==> src/rtl/vec_load_unit.sv <==
// Vector load stage: fetches BEATS memory words and writes them as one vector to the register file.
// Optional ack watchdog enabled by defining VLOAD_TIMEOUT_EN.
module vec_load_unit #(
  parameter int MEM_AW  = 16,
  parameter int BEAT_W  = 32,
  parameter int VEC_W   = 128,
  parameter int TIMEOUT = 255
) (
  input  logic              clk,
  input  logic              rst,
  input  logic              start,
  input  logic [MEM_AW-1:0] base_addr,
  input  logic [3:0]        dest_reg,
  output logic              busy,
  output logic              mem_req,
  output logic [MEM_AW-1:0] mem_addr,
  input  logic              mem_ack,
  input  logic [BEAT_W-1:0] mem_rdata,
  output logic              we3,
  output logic [3:0]        ra3,
  output logic [VEC_W-1:0]  wd3,
  output logic              done,
  output logic              err
);

  localparam int BEATS   = VEC_W / BEAT_W;
  localparam int BEAT_CW = (BEATS > 1) ? $clog2(BEATS) : 1;

  if ((VEC_W % BEAT_W) != 0 || BEATS < 1 || TIMEOUT < 1) begin : g_bad_cfg
    $error("vec_load_unit: VEC_W must be a multiple of BEAT_W and TIMEOUT must be positive");
  end

  typedef enum logic [1:0] {S_IDLE, S_FETCH, S_WRITE} state_t;

  state_t              state_q, state_d;
  logic [BEAT_CW-1:0]  beat_q, beat_d;
  logic [3:0]          dest_q, dest_d;
  logic                busy_q, busy_d;
  logic                mem_req_q, mem_req_d;
  logic [MEM_AW-1:0]   mem_addr_q, mem_addr_d;
  logic                we3_q, we3_d;
  logic [3:0]          ra3_q, ra3_d;
  logic [VEC_W-1:0]    wd3_q, wd3_d;
  logic                done_q, done_d;
  logic                err_q, err_d;

  logic accept, reject, beat_ack, last_ack, timeout_hit;

  assign accept   = (state_q == S_IDLE) && start && (dest_reg != 4'hF);
  assign reject   = (state_q == S_IDLE) && start && (dest_reg == 4'hF);
  // mem_req_q is only ever high in FETCH, so a stray ack elsewhere is ignored.
  assign beat_ack = (state_q == S_FETCH) && mem_req_q && mem_ack;
  assign last_ack = beat_ack && (beat_q == BEAT_CW'(BEATS - 1));

`ifdef VLOAD_TIMEOUT_EN
  localparam int WDOG_W = $clog2(TIMEOUT + 1);
  logic [WDOG_W-1:0] wdog_q, wdog_d;

  // Firing on TIMEOUT-1 means the count reaches TIMEOUT on the aborting edge.
  assign timeout_hit = (state_q == S_FETCH) && !mem_ack && (wdog_q == WDOG_W'(TIMEOUT - 1));

  always_comb begin
    wdog_d = wdog_q;
    if (accept || beat_ack) begin
      wdog_d = '0;
    end else if (state_q == S_FETCH) begin
      wdog_d = wdog_q + WDOG_W'(1);
    end
  end

  always_ff @(posedge clk or negedge rst) begin
    if (!rst) begin
      wdog_q <= '0;
    end else begin
      wdog_q <= wdog_d;
    end
  end
`else
  assign timeout_hit = 1'b0;
`endif

  always_ff @(posedge clk or negedge rst) begin
    if (!rst) begin
      state_q    <= S_IDLE;
      beat_q     <= '0;
      dest_q     <= '0;
      busy_q     <= 1'b0;
      mem_req_q  <= 1'b0;
      mem_addr_q <= '0;
      we3_q      <= 1'b0;
      ra3_q      <= '0;
      wd3_q      <= '0;
      done_q     <= 1'b0;
      err_q      <= 1'b0;
    end else begin
      state_q    <= state_d;
      beat_q     <= beat_d;
      dest_q     <= dest_d;
      busy_q     <= busy_d;
      mem_req_q  <= mem_req_d;
      mem_addr_q <= mem_addr_d;
      we3_q      <= we3_d;
      ra3_q      <= ra3_d;
      wd3_q      <= wd3_d;
      done_q     <= done_d;
      err_q      <= err_d;
    end
  end

  always_comb begin
    state_d = state_q;
    case (state_q)
      S_IDLE:  if (accept) state_d = S_FETCH;
      S_FETCH: begin
        if (last_ack) begin
          state_d = S_WRITE;
        end else if (timeout_hit) begin
          state_d = S_IDLE;
        end
      end
      S_WRITE: state_d = S_IDLE;
      default: state_d = S_IDLE;
    endcase
  end

  // Outputs are computed one cycle ahead so every port comes straight from a flop.
  always_comb begin
    busy_d     = (state_d != S_IDLE);
    beat_d     = beat_q;
    dest_d     = dest_q;
    mem_req_d  = mem_req_q;
    mem_addr_d = mem_addr_q;
    we3_d      = 1'b0;
    ra3_d      = ra3_q;
    wd3_d      = wd3_q;
    done_d     = 1'b0;
    err_d      = 1'b0;

    if (accept) begin
      mem_req_d  = 1'b1;
      mem_addr_d = base_addr;
      dest_d     = dest_reg;
      beat_d     = '0;
    end
    if (reject) begin
      err_d = 1'b1;
    end
    if (beat_ack) begin
      wd3_d[int'(beat_q)*BEAT_W +: BEAT_W] = mem_rdata;
      beat_d     = beat_q + BEAT_CW'(1);
      mem_addr_d = mem_addr_q + MEM_AW'(1);
    end
    if (last_ack) begin
      mem_req_d = 1'b0;
      we3_d     = 1'b1;
      done_d    = 1'b1;
      ra3_d     = dest_q;
    end
    if (timeout_hit) begin
      mem_req_d = 1'b0;
      err_d     = 1'b1;
    end
  end

  assign busy     = busy_q;
  assign mem_req  = mem_req_q;
  assign mem_addr = mem_addr_q;
  assign we3      = we3_q;
  assign ra3      = ra3_q;
  assign wd3      = wd3_q;
  assign done     = done_q;
  assign err      = err_q;

endmodule
==> config.mk <==
export PLATFORM = sky130hd
export DESIGN_NAME = vec_load_unit
export DESIGN_NICKNAME = d
export VERILOG_FILES = /design/src/rtl/vec_load_unit.sv
export SDC_FILE = /design/constraint.sdc
export NUM_CORES = 1
export LEC_CHECK = 0
export ABC_CLOCK_PERIOD_IN_PS = 1700
export BUFFER_PORTS_ARGS = -buffer_cell sky130_fd_sc_hd__buf_2
export CORE_MARGIN = 1.5
export CORE_UTILIZATION = 45
export DETAILED_ROUTE_END_ITERATION = 8
export GPL_TIMING_DRIVEN = 0
export PLACE_DENSITY_LB_ADDON = 0.12
export SLEW_MARGIN = 25
export SYNTH_ARGS = -nofsm -noshare
export SYNTH_HDL_FRONTEND = slang
export SYNTH_SLANG_ARGS = --single-unit
==> constraint.sdc <==
create_clock -name clk -period 1.7 [get_ports clk]
set_input_delay 0.51 -clock clk [delete_from_list [all_inputs] [get_ports clk]]
set_output_delay 0.51 -clock clk [all_outputs]
set_load 0.05 [all_outputs]
==> impl_metrics.json, run 1 <==
{
  "status": "complete, no violations",
  "synthesis.area_mm2": 0.00669,
  "synth_edf_count": 0,
  "dpl.cell_count": 1109,
  "fin_crit_sh_pct": 98.1,
  "area_growth_pct": 36.7,
  "start_kind": "register",
  "htree_levels": 4,
  "setup_violations": 0,
  "core_area_mm2": 0.0145,
  "cp.arrival_ps": 2010,
  "gp_congestion": 0.803,
  "syn_avg_cell_area_um2": 9.34,
  "multi_input_area_mm2": 0.00265,
  "rows": 44,
  "antenna_found_initial": 0,
  "antenna_cells": 0,
  "synth_top_area_share_pct": 59.9,
  "period_needed_ps": 1670,
  "cts_buffer_depth": 2,
  "grt_overflow": 0,
  "power_frac_comb_pct": 52.9,
  "clock_latency_ps": 420,
  "syn_nets": 778,
  "finish.net_count": 1023,
  "ys_types": 44,
  "ioPinCount": 209,
  "grtUsageTotal_pct": 25.1,
  "fillers": 1279,
  "hold_viol_final": 0,
  "yosys.area.top_type": "dfrtp_1",
  "synth-async-reset-ratio_pct": 100,
  "worstSetupPathType": "register to register",
  "tritoncts": "done",
  "wirelength_um": 19500,
  "relSlewSlack_pct": 58.6,
  "power_density_mw_per_mm2": 2450,
  "maxSlewViolCount": 0,
  "die-area_mm2": 0.0156,
  "clock-root-buffer": "clkbuf_16",
  "dr.pass1.iters": 5,
  "viasPerCell": 5.26,
  "port_buffers": 208,
  "power.share.clock_pct": 18.5,
  "seq_power_share_pct": 28.6,
  "numCtsBuffers": 17,
  "ys_ff_latch": 160,
  "hold_buffers": 0,
  "dr_total_vias": 6095,
  "p_int_uw": 11100,
  "synthFlopType": "dfrtp_1",
  "drtAntennaViolNets": 0,
  "swShare_pct": 50.5,
  "hpwlAfterDp_um": 13500,
  "yosys_warnings": 0,
  "synth_top_cells_by_area": "dfrtp_1, nand2_1, o21ai_0",
  "endpoint_kind": "register",
  "grt_max_degree": 82,
  "post-route-util_pct": 62.9,
  "crit_required_ps": 2040,
  "worstMarginPinSlew_ps": 621,
  "drc": 0,
  "maxCapViolCount": 0,
  "final_layout_size_suffix_gt1_share_pct": 37.2,
  "max-vdd-ir-drop_v": 0.00123,
  "fin_setup_tns_ps": 0,
  "clock-sinks": 160,
  "chipWidth_um": 125,
  "register_area_mm2": 0.00402,
  "grt_pass1_vias": 5710,
  "min_path_type": "input pin to async pin",
  "rsz0062_at_grt": "yes",
  "final_cells": 1158,
  "cp_max_fo": 10,
  "switchingPower_uw": 11300,
  "initial_utilization_pct": 46.0,
  "die_h_um": 125,
  "path_clk_slew_ps": 60,
  "leakage_uw": 0.00451,
  "syn-instance-count": 716,
  "drt-initial-drc-count": 391,
  "worst_clock_skew_ps": 10.9,
  "fmax_mhz": 600,
  "seq_area_frac_synth_pct": 59.9,
  "reg2reg_slack_ps": 30,
  "avgRoutedWirePerCell_um": 16.8,
  "grt_pass1_wl_um": 31000
}
[area by class of cell]
cell class / instances / area share [%]
inverters: 5 / 0.246
flip-flops and latches: 160 / 43.9
well taps: 184 / 2.52
plain buffers: 42 / 3.40
clock inverters: 9 / 1.66
clock buffers: 23 / 5.34
repair buffers: 228 / 13.9
multi-input cells: 507 / 29.0
[per-stage QoR]
stage	hold WS (ps)	cell area, um^2	setup WS, ps	total power (uW)
after CTS	85.0	8870	2.83	21900
after global routing	106	9140	-74.2	23600
after detailed placement	465	8010	-590	17200
after floorplan	214	6700	-28.9	14300
final	66.5	9140	32.7	22400
after global placement	457	7970	-2660	17100
[worst max-delay path, stage by stage (launching register included)]
cell and delay [ps]:
dfrtp_2 400, clkinvlp_4 140, ha_4 340, nor3b_4 230, buf_6 160, buf_8 130
nand2_1 80, o21ai_1 110
[what timing repair did]
| action | 4_1_cts | 5_1_grt |
|---|---|---|
| buffers inserted | 12 | 6 |
| cloned | 0 | 1 |
| gates resized for setup | 55 | 114 |
| endpoints found under the setup margin | 138 | 139 |
| pin swaps | 1 | 13 |
[synthesized netlist by cell type, drive strengths merged (2+ instances only)]
master and number:
a211oi 4, a21oi 5, a221o 3, a311oi 2, and4 4, buf 16
clkbuf 28, dfrtp 160, ha 6, inv 5, mux2 4, nand2 277
nand2b 2, nand3 5, nand4 4, nor2 10, nor3 15, nor3b 2
o21ai 137, o22a 4, o22ai 6, o32ai 2, or2 2
[power by group through the flow]
stage / logic, uW / clock network (uW) / registers [uW]
final: 11900 / 4150 / 6410
after global routing: 12600 / 4360 / 6610
after CTS: 11400 / 4180 / 6380
after detailed placement: 10800 / 0 / 6430
after global placement: 10700 / 0 / 6420
after floorplan: 2830 / 0 / 11500
[routing by layer]
layer / global-route usage [%] / vias to the layer above / routed length [um]
met2: 38.9 / 197 / 9150
met5: 0 / - / 0
met4: 6.62 / 0 / 231
li1: - / 2889 / -
met3: 5.37 / 19 / 1100
met1: 36.1 / 2990 / 9030
[layout by cell type, fill, tap and decap left out, types with 4 or more instances in the layout]
cell       Yosys  final
nand2_1      277    267
buf_2         13    207
dfrtp_1      160    151
o21ai_0      117     73
o21ai_1       19     52
buf_4          1     26
clkbuf_16      0     18
clkbuf_2       0     12
clkbuf_4       0     11
o21ai_2        0     11
nor3_2         7     10
dfrtp_2        0      9
nor2_1         9      8
buf_8          0      7
nand2_4        0      5
nand2_2        0      5
a21oi_1        5      5
ha_1           6      5
buf_6          2      4
nand4_1        4      4
and4_1         4      4
o22a_1         4      4
nand3_1        5      4
o22ai_2        3      4
a211oi_1       4      4
nor3_1         8      4
mux2_2         4      4
clkbuf_8       0      4
bufinv_16      0      4
[kinds of logic after synthesis]
group / synth area share (%)
simple gates: 20.6
flops: 59.9
mux: 0.674
buf+inv: 3.27
fa+ha+maj: 1.12
compound gates: 14.4
[state kept, by name, summed over array words and instances, names as in the netlist]
name	cells
wd3	128
mem_addr	16
dest_q	4
ra3	4
beat_q	2
state_q	2
busy	1
done	1
err	1
mem_req	1
[path summary, 6_finish.rpt]
| kind | start | endpoint | cells past startpoint |
|---|---|---|---|
| setup / recovery | beat_q[0] | wd3[63] | 7 |
| hold / removal | rst | wd3[122] | 1 |
| setup reg to reg | beat_q[0] | wd3[63] | 7 |
| hold reg to reg | wd3[1] | wd3[1] | 2 |
| max in group asynchronous | rst | beat_q[0] | 2 |
| min in group clk | base_addr[0] | mem_addr[0] | 2 |
No activity file was read; power rests on OpenSTA's default activity.
==> run 2: changes to the inputs <==
CORE_MARGIN = 4   (was 1.5)
==> run 2 against run 1 <==
- the flow now finishes with violations (setup timing)
- sequential power about the same
- clock-buffer cell count down 4
- register-to-register slack worse by 40 ps
- critical endpoint is now wd3[91]
==> impl_metrics.json, run 2 (synthesized netlist as in run 1, its figures left out) <==
{
  "start_kind": "register",
  "gp_congestion": 0.805,
  "cts_buffer_depth": 2,
  "status": "finished with violations",
  "largest_reg_flops": 128,
  "maxSlewViolCount": 0,
  "min_path_type": "input pin to async pin",
  "hold_viol_final": 0,
  "numCtsBuffers": 17,
  "hpwlAfterDp_um": 13800,
  "core_area_mm2": 0.0145,
  "antenna_cells": 0,
  "chipWidth_um": 130,
  "power_density_mw_per_mm2": 2450,
  "gr-max-usage-layer": "met2",
  "endpoint_kind": "register",
  "fin_crit_sh_pct": 100,
  "period_needed_ps": 1710,
  "grt_pass1_wl_um": 31200,
  "htree_levels": 4,
  "setup_violations": 1,
  "final_common_cell": "nand2_1",
  "finish.net_count": 1027,
  "dr_total_vias": 6062,
  "drt-initial-drc-count": 452,
  "rows": 44,
  "worstMarginPinSlew_ps": 540,
  "grt_pass1_vias": 5858,
  "viasPerCell": 5.22,
  "tritoncts": "done",
  "clock-sinks": 160,
  "grtUsageTotal_pct": 23.7,
  "r2r_cells": 7,
  "relSlewSlack_pct": 64.0,
  "final_cell_mix": "nand2_1, buf_2, dfrtp_1",
  "final.setup.worst_slack_ps": -8.44,
  "final_layout_size_suffix_gt1_share_pct": 38.1,
  "hold_buffers": 0,
  "max-vdd-ir-drop_v": 0.00145,
  "ioPinCount": 209,
  "area_growth_pct": 37.3,
  "leakage_uw": 0.00454,
  "final_cells": 1162,
  "use_met3_pct": 5.61,
  "dpl.cell_count": 1109,
  "drtAntennaViolNets": 0,
  "p_total_uw": 22500,
  "grt_max_degree": 92,
  "fmax_mhz": 585,
  "wirelength_um": 20000,
  "whs_ps": 33.8,
  "grt_overflow": 0,
  "avgRoutedWirePerCell_um": 17.2,
  "port_buffers": 208,
  "clock_latency_ps": 420,
  "cp_max_fo": 10,
  "worstSetupPathType": "register to register",
  "clock-root-buffer": "clkbuf_16",
  "met1_usage_pct": 33.8,
  "crit_required_ps": 2030,
  "grt_util_met2_pct": 35.4,
  "worst_clock_skew_ps": 6.36,
  "drc": 0,
  "maxCapViolCount": 0,
  "die_h_um": 130,
  "dr.pass1.iters": 5,
  "violations": "setup timing",
  "cp.arrival_ps": 2040,
  "initial_utilization_pct": 46.0,
  "path_clk_slew_ps": 60,
  "die-area_mm2": 0.0169,
  "antenna_found_initial": 0,
  "rsz0062_at_grt": "yes"
}
-- run 2: metrics by stage --
step	cell area [um^2]	util [%]	TNS (ps)	worst slack, ps
floorplan	6700	-	-790	-28.9
global placement	7970	54.9	-436080	-2670
detailed placement	8010	55.1	-60260	-621
CTS	8880	61.1	0	2.75
global route	9180	63.2	-1050	-92.9
finish	9180	63.2	-8.44	-8.44
-- run 2: area by class of cell --
type | instances | area (um^2)
buffer | 41 | 293
fill | 1277 | 5350
inverter | 5 | 22.5
clock buffer | 19 | 443
tap | 184 | 230
timing repair buffer | 233 | 1320
multi-input combinational | 507 | 2650
clock inverter | 13 | 209
sequential | 160 | 4020
-- run 2: worst paths after layout --
check | slack [ps] | to | startpoint
max in group asynchronous | 820 | mem_addr[13] | rst
min in group clk | 290 | mem_addr[0] | base_addr[0]
worst max register to register | -8 | wd3[91] | beat_q[0]
worst min register to register | 470 | wd3[83] | wd3[83]
worst max-delay path | -8 | wd3[91] | beat_q[0]
worst min-delay path | 30 | wd3[122] | rst
-- run 2: critical path: stages, from the launching register on --
cell	delay, ps
dfrtp_2	390
clkinvlp_4	120
ha_4	330
nor3b_4	250
buf_6	170
buf_8	130
nand2_1	70
o21ai_1	150
-- run 2: timing repair --
item | 4_1_cts | 5_1_grt
gates cloned | 1 | 1
gates resized for setup | 49 | 133
hold endpoints to repair | 0 | 0
pin swaps | 2 | 23
setup endpoints to repair | 133 | 151
setup buffers | 11 | 11
-- run 2: report_power, final --
group          switching, uW  leakage (uW)  internal, uW
logic                   8760       0.00212          3120
registers               1050       0.00211          5380
clock network           1570      0.000310          2650
-- run 2: per-layer routing --
metal / vias up / wire [um]
li1: 2902 / -
met1: 2938 / 8870
met2: 193 / 9280
met3: 29 / 1370
met4: 0 / 439
met5: - / 0
==> run 3: changes to the inputs <==
==> constraint.sdc (replaced) <==
create_clock -name clk -period 1.7 [get_ports clk]
set_input_delay 0.51 -clock clk [delete_from_list [all_inputs] [get_ports clk]]
set_output_delay 0.51 -clock clk [all_outputs]
set_load 0.02 [all_outputs]
==> run 3 against run 2 <==
- the run still ends with setup timing left
- combinational power shrank 30%
- non-clock buffer count shrank 1
- cell count is essentially flat
- sequential power is essentially flat
- critical path type unchanged
- largest power group unchanged
- highest routed layer unchanged
==> impl_metrics.json, run 3 (synthesized netlist as in run 1, its figures left out) <==
{
  "cts_buffer_depth": 2,
  "crit_path_frequent_cell": "buf_6",
  "dr_total_vias": 6034,
  "final_layout_size_suffix_gt1_share_pct": 36.6,
  "grt_overflow": 0,
  "htree_levels": 4,
  "initial_utilization_pct": 46.0,
  "r2r_cells": 8,
  "clock-root-buffer": "clkbuf_16",
  "final_common_cell": "nand2_1",
  "numCtsBuffers": 17,
  "dr.pass1.iters": 5,
  "cp.buffers_inverters": 4,
  "worstSetupPathType": "register to register",
  "dpl.cell_count": 1109,
  "worst_clock_skew_ps": 9.56,
  "path_clk_slew_ps": 60,
  "crit_cells": 8,
  "hold_buffers": 0,
  "grtUsageTotal_pct": 22.7,
  "finish.net_count": 1026,
  "antenna_found_initial": 0,
  "port_buffers": 208,
  "crit_required_ps": 2040,
  "grt_pass1_wl_um": 29600,
  "drc": 0,
  "core_area_mm2": 0.0145,
  "status": "finished with violations",
  "worstMarginPinSlew_ps": 608,
  "leakage_uw": 0.00450,
  "area_growth_pct": 35.6,
  "fin_crit_sh_pct": 102,
  "final_cell_mix": "nand2_1, buf_2, dfrtp_1",
  "setup_violations": 6,
  "maxCapViolCount": 0,
  "maxSlewViolCount": 0,
  "hold_viol_final": 0,
  "ioPinCount": 209,
  "path_delay_family": "buffers and inverters",
  "wirelength_um": 19900,
  "chipWidth_um": 130,
  "final.setup.worst_slack_ps": -28.0,
  "tritoncts": "done",
  "endpoint_kind": "register",
  "critPathLaunch": "beat_q[0]",
  "post-route-util_pct": 62.4,
  "fmax_mhz": 579,
  "avgRoutedWirePerCell_um": 17.1,
  "hpwlAfterDp_um": 13800,
  "die-area_mm2": 0.0169,
  "final_cells": 1161,
  "start_kind": "register",
  "largest_reg_flops": 128,
  "slowest_delay_ps": 380,
  "viasPerCell": 5.20,
  "min_path_type": "input pin to async pin",
  "path_cells": "clkinvlp_4, ha_4, nor3b_4, buf_6, buf_6, clkbuf_16, nand2_2, o21ai_1",
  "endpoint": "wd3[61]",
  "rsz0062_at_grt": "yes",
  "rows": 44,
  "period_needed_ps": 1730,
  "relSlewSlack_pct": 59.4,
  "violations": "setup timing",
  "power_density_mw_per_mm2": 2040,
  "reg2reg_slack_ps": -30,
  "drtAntennaViolNets": 0,
  "slowest_stage": "dfrtp_2",
  "cp.arrival_ps": 2070,
  "cp_max_fo": 5,
  "r2r-start": "beat_q[0]",
  "clock_latency_ps": 420,
  "drt-initial-drc-count": 342,
  "antenna_cells": 0,
  "timing.rr.end": "wd3[61]",
  "grt_pass1_vias": 5425,
  "grt_max_degree": 84,
  "clock-sinks": 160,
  "gp_congestion": 0.848,
  "die_h_um": 130,
  "max-vdd-ir-drop_v": 0.000979
}
==> run 3: repair_timing <==
action,CTS,global route
gates resized for setup,49,104
buffers inserted,9,11
cloned,0,3
pin swaps,2,18
endpoints found under the setup margin,132,133
==> run 3: how the worst min path moves through the flow <==
| stage | startpoint | to | slack [ps] |
|---|---|---|---|
| after detailed placement | wd3[120] | wd3[120] | 470 |
| after CTS | rst | wd3[120] | 80 |
| after global placement | wd3[76] | wd3[76] | 460 |
| after floorplan | rst | beat_q[0] | 210 |
| after global routing | rst | wd3[127] | 110 |
| final | rst | wd3[120] | 50 |
==> run 3: per-layer routing <==
metal  track usage [%]  routed length [um]
met1              31.2                8830
met2              36.9                9500
met3              5.16                1310
met4              6.05                 229
met5                 0                   0
==> run 3: metrics by stage <==
step	worst slack [ps]	power, uW	setup TNS, ps	instance area [um^2]	hold slack [ps]
6_report	-28.0	18500	-76.1	9060	51.4
3_3_place_gp	-2380	13700	-433180	7960	455
5_1_grt	-109	19500	-1380	9060	106
2_1_floorplan	-28.9	10900	-790	6690	214
3_5_place_dp	-597	13800	-60990	8000	465
4_1_cts	-1.26	18000	-1.26	8750	83.9
==> run 3: report_power, final <==
group | switching (uW) | leakage [uW] | internal [uW]
Clock | 1510 | 0.000280 | 2120
Combinational | 5290 | 0.00211 | 3080
Sequential | 1080 | 0.00212 | 5360
==> run 3: final cells by class <==
class,count,area (um^2)
clock buffer,22,474
tap,184,230
sequential,160,4010
timing repair buffer,232,1300
buffer,41,298
inverter,5,22.5
clock inverter,10,85.1
fill,1280,5470
multi-input combinational,507,2650
